==> src/rtl/dmem_port_arbiter_if.sv <==
// Bundle of requester-side and memory-side signals around the shared dmem port.
// slave: the arbiter's view; master: the requesters plus memory driving it.
interface dmem_port_arbiter_if #(
  parameter int unsigned NREQ = 2,
  parameter int unsigned XLEN = 32
);
  localparam int unsigned MW = XLEN / 8;

  logic [NREQ-1:0]      req_valid;
  logic [NREQ-1:0]      req_ready;
  logic [NREQ*XLEN-1:0] req_addr;
  logic [NREQ*MW-1:0]   req_wmask;
  logic [NREQ*XLEN-1:0] req_wdata;
  logic                 mem_valid;
  logic                 mem_ready;
  logic [XLEN-1:0]      mem_addr;
  logic [MW-1:0]        mem_wmask;
  logic [XLEN-1:0]      mem_wdata;
  logic                 mem_rvalid;
  logic [XLEN-1:0]      mem_rdata;
  logic [NREQ-1:0]      rsp_valid;
  logic [XLEN-1:0]      rsp_rdata;
  logic                 err;

  modport slave (
    input  req_valid, req_addr, req_wmask, req_wdata,
    input  mem_ready, mem_rvalid, mem_rdata,
    output req_ready, mem_valid, mem_addr, mem_wmask, mem_wdata,
    output rsp_valid, rsp_rdata, err
  );

  modport master (
    output req_valid, req_addr, req_wmask, req_wdata,
    output mem_ready, mem_rvalid, mem_rdata,
    input  req_ready, mem_valid, mem_addr, mem_wmask, mem_wdata,
    input  rsp_valid, rsp_rdata, err
  );
endinterface

==> src/rtl/dmem_port_arbiter.sv <==
// Round-robin arbiter sharing one dmem port among NREQ requesters; an in-order
// ID FIFO of outstanding requests routes each memory response to its owner.
module dmem_port_arbiter #(
  parameter int unsigned NREQ  = 2,
  parameter int unsigned XLEN  = 32,
  parameter int unsigned DEPTH = 4,
  parameter int unsigned IDW   = (NREQ > 1) ? $clog2(NREQ) : 1
) (
  input logic           clock,
  input logic           reset,
  dmem_port_arbiter_if.slave bus
);
  localparam int unsigned MW = XLEN / 8;
  localparam int unsigned AW = $clog2(DEPTH);
  localparam int unsigned CW = AW + 1;

  localparam logic [0:0] S_IDLE  = 1'b0;
  localparam logic [0:0] S_ISSUE = 1'b1;

  logic [0:0]      state_q, state_d;
  logic [IDW-1:0]  rr_ptr_q, rr_ptr_d;
  logic [IDW-1:0]  win_q, win_d;
  logic            mem_valid_q, mem_valid_d;
  logic [XLEN-1:0] mem_addr_q, mem_addr_d;
  logic [MW-1:0]   mem_wmask_q, mem_wmask_d;
  logic [XLEN-1:0] mem_wdata_q, mem_wdata_d;
  logic [IDW-1:0]  fifo_q [DEPTH];
  logic [IDW-1:0]  fifo_d [DEPTH];
  logic [AW-1:0]   wr_ptr_q, wr_ptr_d;
  logic [AW-1:0]   rd_ptr_q, rd_ptr_d;
  logic [CW-1:0]   count_q, count_d;
  logic [NREQ-1:0] rsp_valid_q, rsp_valid_d;
  logic [XLEN-1:0] rsp_rdata_q, rsp_rdata_d;
  logic            err_q, err_d;

  logic [NREQ-1:0] req_ready_c;
  logic            grant_found;
  logic [IDW-1:0]  grant_id;
  int unsigned     scan_idx;
  logic            push;
  logic            pop;
  logic [IDW-1:0]  head_id;

  // First valid requester at or above rr_ptr, wrapping modulo NREQ
  always_comb begin
    grant_found = 1'b0;
    grant_id    = '0;
    scan_idx    = 0;
    for (int unsigned i = 0; i < NREQ; i++) begin
      scan_idx = (32'(rr_ptr_q) + i) % NREQ;
      if (!grant_found && bus.req_valid[scan_idx]) begin
        grant_found = 1'b1;
        grant_id    = IDW'(scan_idx);
      end
    end
  end

  always_comb begin
    state_d     = state_q;
    rr_ptr_d    = rr_ptr_q;
    win_d       = win_q;
    mem_valid_d = mem_valid_q;
    mem_addr_d  = mem_addr_q;
    mem_wmask_d = mem_wmask_q;
    mem_wdata_d = mem_wdata_q;
    fifo_d      = fifo_q;
    wr_ptr_d    = wr_ptr_q;
    rd_ptr_d    = rd_ptr_q;
    count_d     = count_q;
    rsp_valid_d = '0;
    rsp_rdata_d = rsp_rdata_q;
    err_d       = err_q;
    req_ready_c = '0;
    push        = 1'b0;
    pop         = 1'b0;
    head_id     = '0;

    case (state_q)
      S_IDLE: begin
        if (!reset && grant_found && (count_q < CW'(DEPTH))) begin
          req_ready_c = NREQ'(1) << grant_id;
          mem_addr_d  = bus.req_addr[32'(grant_id)*XLEN +: XLEN];
          mem_wmask_d = bus.req_wmask[32'(grant_id)*MW +: MW];
          mem_wdata_d = bus.req_wdata[32'(grant_id)*XLEN +: XLEN];
          win_d       = grant_id;
          mem_valid_d = 1'b1;
          state_d     = S_ISSUE;
        end
      end
      S_ISSUE: begin
        if (bus.mem_ready) begin
          push        = 1'b1;
          mem_valid_d = 1'b0;
          rr_ptr_d    = (win_q == IDW'(NREQ - 1)) ? '0 : IDW'(win_q + 1'b1);
          state_d     = S_IDLE;
        end
      end
      default: state_d = S_IDLE;
    endcase

    // Push is ordered before pop: an empty FIFO with a same-cycle push pops the new ID
    head_id = (count_q == '0) ? win_q : fifo_q[rd_ptr_q];
    pop     = bus.mem_rvalid && ((count_q != '0) || push);

    if (push) begin
      fifo_d[wr_ptr_q] = win_q;
      wr_ptr_d         = AW'(wr_ptr_q + 1'b1);
    end
    if (pop) begin
      rd_ptr_d    = AW'(rd_ptr_q + 1'b1);
      rsp_valid_d = NREQ'(1) << head_id;
      rsp_rdata_d = bus.mem_rdata;
    end
    if (bus.mem_rvalid && !pop) begin
      err_d = 1'b1;
    end
    count_d = CW'(count_q + CW'(push) - CW'(pop));
  end

  always_ff @(posedge clock) begin
    if (reset) begin
      state_q     <= S_IDLE;
      rr_ptr_q    <= '0;
      win_q       <= '0;
      mem_valid_q <= 1'b0;
      mem_addr_q  <= '0;
      mem_wmask_q <= '0;
      mem_wdata_q <= '0;
      for (int i = 0; i < int'(DEPTH); i++) fifo_q[i] <= '0;
      wr_ptr_q    <= '0;
      rd_ptr_q    <= '0;
      count_q     <= '0;
      rsp_valid_q <= '0;
      rsp_rdata_q <= '0;
      err_q       <= 1'b0;
    end else begin
      state_q     <= state_d;
      rr_ptr_q    <= rr_ptr_d;
      win_q       <= win_d;
      mem_valid_q <= mem_valid_d;
      mem_addr_q  <= mem_addr_d;
      mem_wmask_q <= mem_wmask_d;
      mem_wdata_q <= mem_wdata_d;
      fifo_q      <= fifo_d;
      wr_ptr_q    <= wr_ptr_d;
      rd_ptr_q    <= rd_ptr_d;
      count_q     <= count_d;
      rsp_valid_q <= rsp_valid_d;
      rsp_rdata_q <= rsp_rdata_d;
      err_q       <= err_d;
    end
  end

  assign bus.req_ready = req_ready_c;
  assign bus.mem_valid = mem_valid_q;
  assign bus.mem_addr  = mem_addr_q;
  assign bus.mem_wmask = mem_wmask_q;
  assign bus.mem_wdata = mem_wdata_q;
  assign bus.rsp_valid = rsp_valid_q;
  assign bus.rsp_rdata = rsp_rdata_q;
  assign bus.err       = err_q;
endmodule

==> src/flat_wrapper.sv <==
// flat-port wrapper written by rule: the top's interface ports become plain ports
module dmem_port_arbiter_flat 
#(
  parameter int unsigned NREQ  = 2,
  parameter int unsigned XLEN  = 32,
  parameter int unsigned DEPTH = 4,
  parameter int unsigned IDW   = (NREQ > 1) ? $clog2(NREQ) : 1
)
  (clock, reset, bus_req_valid, bus_req_addr, bus_req_wmask, bus_req_wdata, bus_mem_ready, bus_mem_rvalid, bus_mem_rdata, bus_req_ready, bus_mem_valid, bus_mem_addr, bus_mem_wmask, bus_mem_wdata, bus_rsp_valid, bus_rsp_rdata, bus_err);
  dmem_port_arbiter_if #(.NREQ(NREQ), .XLEN(XLEN)) bus_i ();
  input logic clock;
  input logic reset;
  input wire logic [$bits(bus_i.req_valid)-1:0] bus_req_valid;
  input wire logic [$bits(bus_i.req_addr)-1:0] bus_req_addr;
  input wire logic [$bits(bus_i.req_wmask)-1:0] bus_req_wmask;
  input wire logic [$bits(bus_i.req_wdata)-1:0] bus_req_wdata;
  input wire logic [$bits(bus_i.mem_ready)-1:0] bus_mem_ready;
  input wire logic [$bits(bus_i.mem_rvalid)-1:0] bus_mem_rvalid;
  input wire logic [$bits(bus_i.mem_rdata)-1:0] bus_mem_rdata;
  output wire logic [$bits(bus_i.req_ready)-1:0] bus_req_ready;
  output wire logic [$bits(bus_i.mem_valid)-1:0] bus_mem_valid;
  output wire logic [$bits(bus_i.mem_addr)-1:0] bus_mem_addr;
  output wire logic [$bits(bus_i.mem_wmask)-1:0] bus_mem_wmask;
  output wire logic [$bits(bus_i.mem_wdata)-1:0] bus_mem_wdata;
  output wire logic [$bits(bus_i.rsp_valid)-1:0] bus_rsp_valid;
  output wire logic [$bits(bus_i.rsp_rdata)-1:0] bus_rsp_rdata;
  output wire logic [$bits(bus_i.err)-1:0] bus_err;
  assign bus_i.req_valid = bus_req_valid;
  assign bus_i.req_addr = bus_req_addr;
  assign bus_i.req_wmask = bus_req_wmask;
  assign bus_i.req_wdata = bus_req_wdata;
  assign bus_i.mem_ready = bus_mem_ready;
  assign bus_i.mem_rvalid = bus_mem_rvalid;
  assign bus_i.mem_rdata = bus_mem_rdata;
  assign bus_req_ready = bus_i.req_ready;
  assign bus_mem_valid = bus_i.mem_valid;
  assign bus_mem_addr = bus_i.mem_addr;
  assign bus_mem_wmask = bus_i.mem_wmask;
  assign bus_mem_wdata = bus_i.mem_wdata;
  assign bus_rsp_valid = bus_i.rsp_valid;
  assign bus_rsp_rdata = bus_i.rsp_rdata;
  assign bus_err = bus_i.err;
  dmem_port_arbiter #(.NREQ(NREQ), .XLEN(XLEN), .DEPTH(DEPTH), .IDW(IDW)) u_core (.clock(clock), .reset(reset), .bus(bus_i));
endmodule
==> config.mk <==
export PLATFORM = sky130hd
export DESIGN_NAME = dmem_port_arbiter_flat
export DESIGN_NICKNAME = d
export VERILOG_FILES = /design/src/rtl/dmem_port_arbiter_if.sv /design/src/rtl/dmem_port_arbiter.sv /design/src/flat_wrapper.sv
export SDC_FILE = /design/constraint.sdc
export NUM_CORES = 1
export LEC_CHECK = 0
export CAP_MARGIN = 20
export CORE_MARGIN = 2
export CORE_UTILIZATION = 35
export CTS_CLUSTER_DIAMETER = 50
export DETAILED_ROUTE_END_ITERATION = 8
export MAX_ROUTING_LAYER = met4
export PLACE_DENSITY = 0.83
export SKIP_LAST_GASP = 1
export SLEW_MARGIN = 20
export SYNTH_ARGS = -nofsm -noshare
export SYNTH_HDL_FRONTEND = slang
export SYNTH_SLANG_ARGS = --single-unit
==> constraint.sdc <==
create_clock -name clock -period 4.5 [get_ports clock]
set_input_delay 0.675 -clock clock [delete_from_list [all_inputs] [get_ports clock]]
set_output_delay 0.675 -clock clock [all_outputs]
set_load 0.02 [all_outputs]
==> out/results.tsv <==
metric	value	unit
status	finished clean	
diode count	0	
fin util	0.608	
Synth area leader	dfxtp_1	
main combinational cell family by area after synthesis	simple AND/OR/NAND/NOR gates	
fmax	297	MHz
pre-CTS setup slack	1.13	ns
Final TNS setup	0	ns
switching power total	1.27	mW
H-tree levels	4	
Max VDD drop	266	uV
Final Skew	0.00880	ns
grt ovf	0	
Period minus WS final	3.36	ns
Pleak	3.33	nW
ys flop type	dfxtp_1	
largest net degree at the start of global routing	119	
Comb pwr share	0.334	
Num CTS Buffers	17	
Initial Util	0.358	
Slowest-stage cell, CP	o21ai_4	
core box area	0.0138	mm^2
count leader, synth	dfxtp_1	
layout cell share with drive strength beyond 1	0.0449	
final non-filler cell total	982	
sequential area share after synthesis	0.477	
Max-slew headroom	0.250	
Final HPWL DP	10400	um
slowest stage delay, CP	0.74	ns
Overall Power	4.09	mW
worst-skew pair later-pin latency	0.40	ns
1st-pass router iterations	4	
post-synthesis mux area share	0.142	
RSZ-0062 raised after global routing	false	
design area	0.00840	mm^2
hold_ws	0.451	ns
Top Ports	280	
Die Span Y	123	um
Synth cell types	30	
classification of the worst setup path	in2out	
switching share of power	0.312	
cell mode on critical path	clkdlybuf4s50_1	
final-stage net count	971	
Hold-fix buffers, CTS	0	
ys async rst share	0	
first-pass GRT wire length	22300	um
drt initial violations	211	
clock network power share	0.323	
cell row count	43	
Routed wire per std cell	14.9	um
# clock sinks	118	
Post-Synth XOR/XNOR Area	0.00885	
Adder-Cell Fraction of Synth Area	0.0167	
syn nets	713	
Total Routing Usage GR	0.197	
IO Port Bufs	279	
endpoint class of the critical path	primary output	
Post-CTS Setup Bufs	0	
CTS tree	yes	
Max Slew Vio Count	0	
worst hold path class	reg2reg	
detail-routed via count per cell	4.73	
Max Cap Violations	0	
Hold Fails Final Rpt	0	
Seq pwr share	0.343	
worst-path cell chain	clkdlybuf4s50_1, o21ai_4, nor2b_1, clkdlybuf4s50_1	
Synth area leaders	dfxtp_1 48%, mux2i_1 14%, nand3b_1 10%	
syn_area_per_cell	9.29	um^2
cell family with most CP delay	buffers and inverters	
maximum root-to-sink buffer count	2	
placed cell areas	0.00782	mm^2
worst setup margin	1.14	ns
PwrDens	486	mW/mm^2
register bit total from synthesis	118	
post-CTS sizing	0	
Post-synth EDFFs	0	
Syn. warnings	0	
final setup fails	0	
Max FO, Critical Path	39	
Worst-Margin Slew	1.13	ns
Clk pin slew, worst setup/hold paths	0.05	ns
share of the synthesized area in the top cell type	0.477	
Synth Cell Area	0.00495	mm^2
list of most frequent post-synthesis cells	118 x dfxtp_1, 78 x nand2_1, 71 x o21ai_0	
Residual DRC	0	
GP Congestion	0.839	
via count	4645	
Chip Width	123	um
final worst path period share	0.747	
Compound-Gate Fraction of Synth Area	0.125	
number of placed cells counting well taps	952	
vias in the first global route	4484	
root buffer cell	clkbuf_16	
final WL	14600	um
DRT antenna net count	0	
WP buf/inv	2	
Die Area	0.0151	mm^2
critical path arrival	2.69	ns
WP data required	3.83	ns
P_int	2.81	mW
Synth Instances	533	
crit path launch type	input port	
initial antenna violation count	0	
simple-gate share of the synthesized area	0.186	
Syn-to-layout area delta	69.7	%
## tightest hold or removal path: cells and delay by family (launching register included)
kind | cells | cell delay (ns)
compound gates | 1 | 0.05
flops | 1 | 0.30
simple gates | 1 | 0.05
## flip-flops by register name (all words and copies together), names as in the netlist
signal	cells
u_core.bus.mem_wdata	32
u_core.bus.err	1
u_core.bus.mem_addr	32
u_core.wr_ptr_q	2
u_core.bus.mem_valid	1
u_core.fifo_q	4
u_core.rd_ptr_q	2
u_core.rr_ptr_q	1
u_core.count_q	3
u_core.win_q	1
u_core.bus.rsp_valid	2
u_core.bus.mem_wmask	4
u_core.state_q	1
u_core.bus.rsp_rdata	32
## cells by family after synthesis
group           after synthesis
fa+ha+maj                     6
mux                          69
flops                       118
simple gates                168
xor+xnor                      5
buf+inv                      50
compound gates              117
## power groups by stage
stage	registers (mW)	logic, mW	clock network, mW
3_5_place_dp	1.42	1.37	0
5_1_grt	1.43	1.48	1.40
4_1_cts	1.40	1.38	1.35
3_3_place_gp	1.41	1.36	0
6_report	1.40	1.36	1.32
2_1_floorplan	1.64	0.493	0
## worst paths after layout
path	endpoint	cells after the start	slack (ns)	from
worst max register to register	u_core.count_q[2]	9	2.17	u_core.count_q[2]
worst min-delay path	u_core.bus.rsp_rdata[18]	2	0.45	u_core.bus.rsp_rdata[18]
worst min register to register	u_core.bus.rsp_rdata[18]	2	0.45	u_core.bus.rsp_rdata[18]
worst max-delay path	bus_req_ready[0]	4	1.14	bus_req_valid[1]
## cells in the final DEF, fill, tap and decap left out, types with 6 or more instances in the layout
master           count
o21ai_0             70
nor2_1               6
mux2i_1             68
a21oi_1             38
nand3b_1            69
dfxtp_1            118
inv_1                6
clkdlybuf4s50_1    278
clkbuf_16           17
nand2_1             78
## metal layers
metal	up-vias	GRT usage	routed length, um
met5	-	-	0
met4	0	0.0891	357
met3	27	0.0586	1270
met2	172	0.320	6920
met1	2083	0.224	6080
li1	2363	-	-
## final cells by class
type,instances,area [um^2]
clock inverters,3,65.1
clock buffers,27,513
inverters,6,22.5
repair buffers,283,2820
multi-input cells,365,2390
flip-flops and latches,118,2360
fillers,1218,5430
well taps,180,225
No activity file was read; power rests on OpenSTA's default activity.
